==> config.mk <==
export PLATFORM = sky130hd
export DESIGN_NAME = video_tmds_encode
export DESIGN_NICKNAME = d
export VERILOG_FILES = /design/src/rtl/video_tmds_encode.sv
export SDC_FILE = /design/constraint.sdc
export NUM_CORES = 1
export LEC_CHECK = 0
export CAP_MARGIN = 40
export CORE_MARGIN = 2
export CORE_UTILIZATION = 60
export CTS_BUF_LIST = sky130_fd_sc_hd__clkbuf_16
export DETAILED_ROUTE_END_ITERATION = 10
export GPL_ROUTABILITY_DRIVEN = 0
export PLACE_DENSITY = 0.92
export SLEW_MARGIN = 30
export SYNTH_ARGS = -nofsm -noshare
export SYNTH_HDL_FRONTEND = slang
export SYNTH_SLANG_ARGS = --single-unit
==> constraint.sdc <==
create_clock -name clk -period 6.1 [get_ports clk]
set_input_delay 1.525 -clock clk [delete_from_list [all_inputs] [get_ports clk]]
set_output_delay 1.525 -clock clk [all_outputs]
set_load 0.02 [all_outputs]
==> src/rtl/video_tmds_encode.sv <==
// DVI 1.0 TMDS encoder for a 12-bit RGB stream: nibble expansion, a two-stage
// pipeline with per-channel running disparity, and control tokens while blanked.
module video_tmds_encode #(
  parameter bit INVERT_SYNC = 1'b0
) (
  input  logic        clk,
  input  logic        reset_i,
  input  logic        vsync_i,
  input  logic        hsync_i,
  input  logic        dv_de_i,
  input  logic [11:0] rgb_i,
  output logic [9:0]  tmds_ch0_o,
  output logic [9:0]  tmds_ch1_o,
  output logic [9:0]  tmds_ch2_o
);

  localparam logic [9:0] TOKEN_00 = 10'b1101010100;
  localparam logic [9:0] TOKEN_01 = 10'b0010101011;
  localparam logic [9:0] TOKEN_10 = 10'b0101010100;
  localparam logic [9:0] TOKEN_11 = 10'b1010101011;

  function automatic logic [3:0] popCount(input logic [7:0] v);
    logic [3:0] n;
    n = 4'd0;
    for (int i = 0; i < 8; i++) begin
      n = n + {3'b000, v[i]};
    end
    return n;
  endfunction

  // Transition-minimising stage; q_m[8] = 1 marks XOR mode, 0 marks XNOR mode.
  function automatic logic [8:0] minimise(input logic [7:0] d);
    logic [3:0] n1;
    logic       useXnor;
    logic [8:0] q;
    n1      = popCount(d);
    useXnor = (n1 > 4'd4) || ((n1 == 4'd4) && !d[0]);
    q       = '0;
    q[0]    = d[0];
    for (int i = 1; i < 8; i++) begin
      q[i] = useXnor ? ~(q[i-1] ^ d[i]) : (q[i-1] ^ d[i]);
    end
    q[8] = ~useXnor;
    return q;
  endfunction

  function automatic logic signed [4:0] onesMinusZeros(input logic [7:0] q);
    logic [3:0] n1;
    logic [3:0] n0;
    n1 = popCount(q);
    n0 = 4'd8 - n1;
    return $signed({1'b0, n1}) - $signed({1'b0, n0});
  endfunction

  logic [2:0][7:0]   w_d;
  logic [2:0][8:0]   r_qm;
  logic              r_de;
  logic [1:0]        r_sync;
  logic [2:0][9:0]   r_sym;
  logic [2:0][9:0]   w_symNext;
  logic signed [4:0] r_cnt     [3];
  logic signed [4:0] w_cntNext [3];
  logic signed [4:0] w_diff    [3];
  logic [1:0]        w_ctl     [3];

  assign w_d[0] = {rgb_i[3:0],  rgb_i[3:0]};
  assign w_d[1] = {rgb_i[7:4],  rgb_i[7:4]};
  assign w_d[2] = {rgb_i[11:8], rgb_i[11:8]};

  // Only the blue channel carries sync; green and red always send control 00.
  always_ff @(posedge clk or posedge reset_i) begin
    if (reset_i) begin
      r_de   <= 1'b0;
      r_sync <= 2'b00;
      r_qm   <= '0;
    end else begin
      r_de   <= dv_de_i;
      r_sync <= {vsync_i ^ INVERT_SYNC, hsync_i ^ INVERT_SYNC};
      for (int ch = 0; ch < 3; ch++) begin
        r_qm[ch] <= minimise(w_d[ch]);
      end
    end
  end

  always_comb begin
    for (int ch = 0; ch < 3; ch++) begin
      w_ctl[ch]     = (ch == 0) ? r_sync : 2'b00;
      w_diff[ch]    = onesMinusZeros(r_qm[ch][7:0]);
      w_symNext[ch] = TOKEN_00;
      w_cntNext[ch] = 5'sd0;
      if (!r_de) begin
        case (w_ctl[ch])
          2'b01:   w_symNext[ch] = TOKEN_01;
          2'b10:   w_symNext[ch] = TOKEN_10;
          2'b11:   w_symNext[ch] = TOKEN_11;
          default: w_symNext[ch] = TOKEN_00;
        endcase
      end else if ((r_cnt[ch] == 5'sd0) || (w_diff[ch] == 5'sd0)) begin
        w_symNext[ch] = {~r_qm[ch][8], r_qm[ch][8],
                         r_qm[ch][8] ? r_qm[ch][7:0] : ~r_qm[ch][7:0]};
        w_cntNext[ch] = r_qm[ch][8] ? (r_cnt[ch] + w_diff[ch]) : (r_cnt[ch] - w_diff[ch]);
      end else if (((r_cnt[ch] > 5'sd0) && (w_diff[ch] > 5'sd0)) ||
                   ((r_cnt[ch] < 5'sd0) && (w_diff[ch] < 5'sd0))) begin
        // Inverting the data pulls the running disparity back toward zero.
        w_symNext[ch] = {1'b1, r_qm[ch][8], ~r_qm[ch][7:0]};
        w_cntNext[ch] = r_cnt[ch] + (r_qm[ch][8] ? 5'sd2 : 5'sd0) - w_diff[ch];
      end else begin
        w_symNext[ch] = {1'b0, r_qm[ch][8], r_qm[ch][7:0]};
        w_cntNext[ch] = r_cnt[ch] - (r_qm[ch][8] ? 5'sd0 : 5'sd2) + w_diff[ch];
      end
    end
  end

  always_ff @(posedge clk or posedge reset_i) begin
    if (reset_i) begin
      for (int ch = 0; ch < 3; ch++) begin
        r_sym[ch] <= TOKEN_00;
        r_cnt[ch] <= 5'sd0;
      end
    end else begin
      for (int ch = 0; ch < 3; ch++) begin
        r_sym[ch] <= w_symNext[ch];
        r_cnt[ch] <= w_cntNext[ch];
      end
    end
  end

  assign tmds_ch0_o = r_sym[0];
  assign tmds_ch1_o = r_sym[1];
  assign tmds_ch2_o = r_sym[2];

endmodule
==> results of run 1 <==
-- path summary, 6_finish.rpt --
check / start / to / slack, ns / cells after the start
setup / recovery: r_qm[9] / r_cnt[9] / 0.08 / 22
hold / removal: r_cnt[10] / r_cnt[10] / 0.51 / 1
setup reg to reg: r_qm[9] / r_cnt[9] / 0.08 / 22
hold reg to reg: r_cnt[10] / r_cnt[10] / 0.51 / 1
max in group asynchronous: reset_i / tmds_ch0_o[2] / 3.46 / 3
min in group asynchronous: reset_i / tmds_ch2_o[5] / 1.61 / 2
-- timing repair --
action / CTS / global route
endpoints found under the hold margin: 0 / 0
buffers inserted: 0 / 3
gates resized for setup: 0 / 10
endpoints found under the setup margin: 0 / 8
-- per-stage QoR --
stage | worst slack, ns | std cells | util, %
5_1_grt | -0.1389 | 776 | 71.80
2_1_floorplan | 0.7012 | 580 | -
3_3_place_gp | 0.4313 | 755 | 67.44
4_1_cts | 0.05547 | 772 | 70.81
6_report | 0.07524 | 776 | 71.80
3_5_place_dp | 0.1695 | 756 | 67.60
-- worst reg2reg max path, cell delays in order (launching register included) --
cell and delay, ns:
dfrtp_1 0.36, inv_1 0.08, fa_1 0.57, fa_1 0.43, fa_1 0.48, inv_1 0.04, ha_1 0.20, fa_1 0.57
inv_1 0.24, ha_1 0.28, inv_1 0.06, ha_1 0.37, a21oi_1 0.18, o21ai_1 0.12, nor2_2 0.29, xnor2_1 0.14
ha_1 0.36, a21oi_1 0.15, nand2_1 0.08, xor2_1 0.16, a21boi_0 0.30, a32oi_1 0.18, a31o_2 0.28
-- cell families after synthesis --
group	synth area share [%]
simple gates	10.53
fa+ha+maj	25.80
buf+inv	6.091
compound gates	11.04
xor+xnor	11.53
flops	32.04
mux	2.961
-- routing by layer --
layer	vias to the layer above	track usage [%]
li1	2018	-
met2	126	47.65
met1	2194	28.23
met4	0	13.06
met5	-	0
met3	42	6.116
-- sequential cells by signal (all words and copies together), names as in the netlist --
name        count
tmds_ch0_o     10
tmds_ch2_o     10
r_qm           27
tmds_ch1_o     10
r_sync          2
r_de            1
r_cnt          15
-- cell usage after synthesis, types with 2 or more instances --
master / instances / share of area, %
a2111o_1: 2 / 0.38
a211oi_1: 3 / 0.38
a21o_1: 6 / 0.76
a21oi_1: 32 / 2.7
a22oi_1: 2 / 0.25
a31oi_1: 3 / 0.32
a31oi_4: 2 / 0.72
and2_1: 3 / 0.32
and3_1: 3 / 0.32
clkbuf_1: 6 / 0.38
dfrtp_1: 60 / 25
dfstp_2: 15 / 6.7
fa_1: 30 / 10
ha_1: 74 / 16
inv_1: 85 / 5.4
mux2_2: 5 / 0.95
mux2i_1: 6 / 1.0
mux2i_4: 2 / 0.76
nand2_1: 24 / 1.5
nand2b_1: 6 / 0.63
nand3_1: 3 / 0.25
nand3b_1: 3 / 0.38
nand4_1: 3 / 0.32
nand4b_1: 2 / 0.30
nor2_1: 48 / 3.0
nor2b_1: 6 / 0.63
nor3_1: 5 / 0.42
o211a_1: 2 / 0.34
o211ai_1: 2 / 0.25
o21a_1: 3 / 0.38
o21ai_0: 17 / 1.4
o21ba_2: 2 / 0.34
o22a_1: 2 / 0.30
o22ai_1: 3 / 0.32
o31ai_1: 2 / 0.25
or2_2: 4 / 0.42
or4_1: 2 / 0.25
or4_4: 3 / 0.57
xnor2_1: 54 / 8.0
xor2_1: 22 / 3.3
-- cell type report --
cell class                 instances  area (µm²)  area share [%]
clock buffer                       9       225.2           3.239
timing repair buffer              54       548.0           7.882
sequential                        75        1896           27.26
tap                              133       166.4           2.393
clock inverter                     7       86.33           1.242
multi-input combinational        411        3705           53.28
inverter                          87       326.6           4.697
==> flow_metrics.tcl, run 1 <==
set metrics [dict create \
    outcome "finished clean" \
    skew_ns 0.007878 \
    fmax_ghz 0.1660 \
    critPathCaptureType "register" \
    yosysUniqueCellTypes 63 \
    wl_per_cell_um 16.47 \
    initial_core_util_pct 61.09 \
    grt_pass1_vias 4747 \
    worstSkewPairLatency_ns 0.34 \
    synthFlopType "dfrtp_1" \
    nets 759 \
    grt_pass1_wl_um 21250 \
    worst-setup-path-type "register to register" \
    wl_met3_um 532 \
    cp_cell_sequence "inv_1 > fa_1 > fa_1 > fa_1 > inv_1 > ha_1 > fa_1 > inv_1 > ha_1 > inv_1 > ha_1 > a21oi_1 > o21ai_1 > nor2_2 > xnor2_1 > ha_1 > a21oi_1 > nand2_1 > xor2_1 > a21boi_0 > a32oi_1 > a31o_2" \
    cp_top_family "adder cells" \
    setup_tns_ns 0 \
    ys_ff_latch 75 \
    syn2layout_area_growth_pct 17.53 \
    cts.sinks 75 \
    final_area_um2 6953 \
    worstHoldPathType "register to register" \
    critPathBufInv 4 \
    min_period_ns 6.025 \
    holdWs_ns 0.5051 \
    antenna_cells_inserted 0 \
    worstPathRequired_ns 6.33 \
    placed_area_um2 6546 \
    dr.pass1.iters 4 \
    synth_seq_area_share_pct 32.04 \
    n_fill_cell 648 \
    drive_gt1_share_pct 11.04 \
    place_hpwl_um 9241 \
    port_buffers 46 \
    clk_pin_slew_ns 0.06 \
    worstSetupStartpointType "register" \
    rows 36 \
    track_usage_pct 26.09 \
    final_common_cell "inv_1" \
    maxCapViolCount 0 \
    grt_overflow 0 \
    cts_buffer_depth 2 \
    tritoncts "done" \
    syn_nets 701 \
    maxSlewViolCount 0 \
    fin_crit_sh_pct 98.77 \
    synth_cells 580 \
    final_cell_mix "inv_1 (85), ha_1 (73), dfrtp_1 (60)" \
    finalWirelength_um 12780 \
    via_per_inst 5.644 \
    worst_slew_pin_slew_ns 0.6850 \
    grt_start_max_net_pins 43 \
    worst-path-max-fanout 8 \
    crit_slowest_cell "fa_1" \
    rsz0062_at_grt "true" \
    finalSetupViolCount 0 \
    antenna_found_initial 0 \
    numCtsBuffers 9 \
    synth_edf_count 0 \
    cts_hold_buf 0 \
    boundaryPins 47 \
    vias 4380 \
    die-area_um2 10670 \
    finalHoldViolCount 0 \
    yosys_warnings 0 \
    max_stage_delay_ns 0.57 \
    detail-route-antenna-nets 0 \
    slew_headroom_pct 54.27 \
    topRoutingLayerUsed "met4" \
    die_height_um 103.3 \
    die_width_um 103.3 \
    drcViolationCount 0 \
    dr_wl_met2_um 6821 \
    async_flop_share_pct 100.0 \
    syn-cell-area_um2 5916 \
    design.core.area_um2 9684 \
    cts-root-buf "clkbuf_16" \
    drt_iter0_drc 242 \
    htree_num_levels 3 \
    postSynthAreaPerCell_um2 10.20 \
    arrival_ns 6.26 \
    met1_length_um 5018 \
]
Power of run 1 is left out: the tool's default activity adds up to more than one toggle a clock period on the data nets, which glitch-free logic cannot reach.
==> inputs of run 2 (changes only) <==
- ABC_CLOCK_PERIOD_IN_PS: default -> 6100
- SETUP_SLACK_MARGIN: default -> 0.3
==> run 2 against run 1 <==
  * Clock skew increased by 0.0025 ns
  * Sequential share of layout area down 0.69 points
  * Flip-flop and latch count did not move
  * Cell count up 1.4%
  * Highest routed layer unchanged
  * Hold slack improved by 0.0087 ns
  * Global-route usage increased by 0.69 points
  * Via count up 4.9%
  * Worst setup slack improved by 0.23 ns
  * Critical path depth unchanged
  * Utilization up 1.9 points
  * First-iteration DRC count rose by 21%
  * Count of clock-buffer cells in the layout did not move
==> flow_metrics.tcl, run 2 (synthesis gave the netlist of run 1 again) <==
set metrics [dict create \
    outcome "finished clean" \
    setup_tns_ns 0 \
    hold_end "r_cnt[10]" \
    n_fill_cell 611 \
    vias 4595 \
    tritoncts "done" \
    cts.sinks 75 \
    maxCapViolCount 0 \
    grt_pass1_vias 4832 \
    reg2reg_depth 22 \
    dr.pass1.iters 5 \
    worst_slew_pin_slew_ns 0.6804 \
    grt_overflow 0 \
    drive_gt1_share_pct 15.29 \
    finalWirelength_um 14530 \
    die-area_um2 10670 \
    rows 36 \
    drcViolationCount 0 \
    worstSetupStartpointType "register" \
    cts-root-buf "clkbuf_16" \
    design.core.area_um2 9684 \
    min_period_ns 5.796 \
    largestRegisters "r_qm x27, r_cnt x15" \
    place_hpwl_um 9241 \
    holdWs_ns 0.5137 \
    rsz0062_at_grt "false" \
    cp_common_cell "fa_1" \
    htree_num_levels 3 \
    r2r_end "r_cnt[4]" \
    finalSetupViolCount 0 \
    grt_pass1_wl_um 21800 \
    wl_per_cell_um 18.47 \
    numCtsBuffers 9 \
    finalHoldViolCount 0 \
    arrival_ns 6.02 \
    syn2layout_area_growth_pct 20.58 \
    track_usage_pct 26.78 \
    critPathCaptureType "register" \
    worst-setup-path-type "register to register" \
    worstHoldPathType "register to register" \
    clk_pin_slew_ns 0.06 \
    skew_ns 0.01042 \
    regMostFlops "r_qm" \
    largest_register_ffs 27 \
    final_cell_mix "inv_1 (83), ha_1 (68), dfrtp_1 (60)" \
    boundaryPins 47 \
    antenna_cells_inserted 0 \
    r2r_start "r_qm[18]" \
    worstPathRequired_ns 6.33 \
    drt_iter0_drc 294 \
    maxSlewViolCount 0 \
    max_stage_delay_ns 0.56 \
    die_height_um 103.3 \
    die_width_um 103.3 \
    nets 770 \
    fmax_ghz 0.1725 \
    grt_start_max_net_pins 43 \
    initial_core_util_pct 61.09 \
    detail-route-antenna-nets 0 \
    worstSkewPairLatency_ns 0.35 \
    worst-path-max-fanout 7 \
    slew_headroom_pct 54.57 \
    cts_buffer_depth 2 \
    r2r_slack_ns 0.30 \
    crit_slowest_cell "fa_1" \
    cp_cell_sequence "inv_1 > fa_1 > fa_1 > fa_1 > inv_1 > ha_2 > fa_2 > inv_4 > ha_4 > inv_2 > ha_4 > o21ai_0 > o21ai_1 > o221ai_2 > xor2_1 > ha_1 > a21oi_2 > nand2_1 > xor2_2 > nand3_1 > and4b_1 > a311o_1" \
    fin_crit_sh_pct 95.01 \
    port_buffers 46 \
    antenna_found_initial 0 \
    cts_hold_buf 0 \
    hold_path_depth 1 \
    final_common_cell "inv_1" \
    via_per_inst 5.839 \
    min_from "r_cnt[10]" \
]
-- run 2: cell types whose count changed in the layout (fill, tap and decap cells not counted), moves of 3 or more --
cell and change:
ha_1 -5, a21oi_2 +3, a21oi_1 -3, buf_4 +11, ha_4 +3
-- run 2: worst max path at each step --
stage                     startpoint  endpoint
final                       r_qm[18]  r_cnt[4]
after global routing        r_qm[18]  r_cnt[4]
after CTS                   r_qm[18]  r_cnt[4]
after detailed placement    r_qm[18]  r_cnt[4]
after global placement      r_qm[18]  r_cnt[4]
after floorplan             r_qm[18]  r_cnt[4]
-- run 2: worst max-delay path, delay by kind of cell (launching register included) --
kind | cells | cell delay, ns
AOI/OAI and AO/OA | 5 | 0.99
adders and majority gates | 8 | 3.09
DFF | 1 | 0.37
buffers and inverters | 4 | 0.31
xor gates and xnor gates | 2 | 0.47
and+or+nand+nor | 3 | 0.45
-- run 2: timing repair --
item | 4_1_cts | 5_1_grt
pin swaps | 2 | 15
setup buffers | 4 | 10
gates resized for setup | 10 | 22
setup endpoints to repair | 2 | 17
-- run 2: cell type report --
| type | count | area, µm² | share of cell area (%) |
|---|---|---|---|
| multi-input cells | 411 | 3797 | 53.24 |
| flip-flops and latches | 75 | 1896 | 26.57 |
| repair buffers | 65 | 630.6 | 8.841 |
| inverters | 87 | 331.6 | 4.648 |
| clock buffers | 9 | 225.2 | 3.157 |
| well taps | 133 | 166.4 | 2.333 |
| clock inverters | 7 | 86.33 | 1.210 |
-- run 2: metrics by stage --
stage / cells / util [%] / setup WS, ns / cell area [µm²]
6_report: 787 / 73.66 / 0.3041 / 7133
5_1_grt: 787 / 73.66 / 0.1451 / 7133
4_1_cts: 776 / 71.54 / 0.3182 / 6928
3_5_place_dp: 756 / 67.60 / 0.1695 / 6546
3_3_place_gp: 755 / 67.44 / 0.4313 / 6531
2_1_floorplan: 580 / - / 0.7012 / 5916
-- run 2: routing by layer --
metal	vias up	GRT usage, %	wire, µm	share of wire (%)
met2	223	48.45	7551	52
met4	0	14.07	793	5.5
met1	2255	29.30	5236	36
li1	2038	-	-	-
met5	-	0	0	0
met3	79	5.981	952	6.6
Power of run 2 is left out for the same reason.
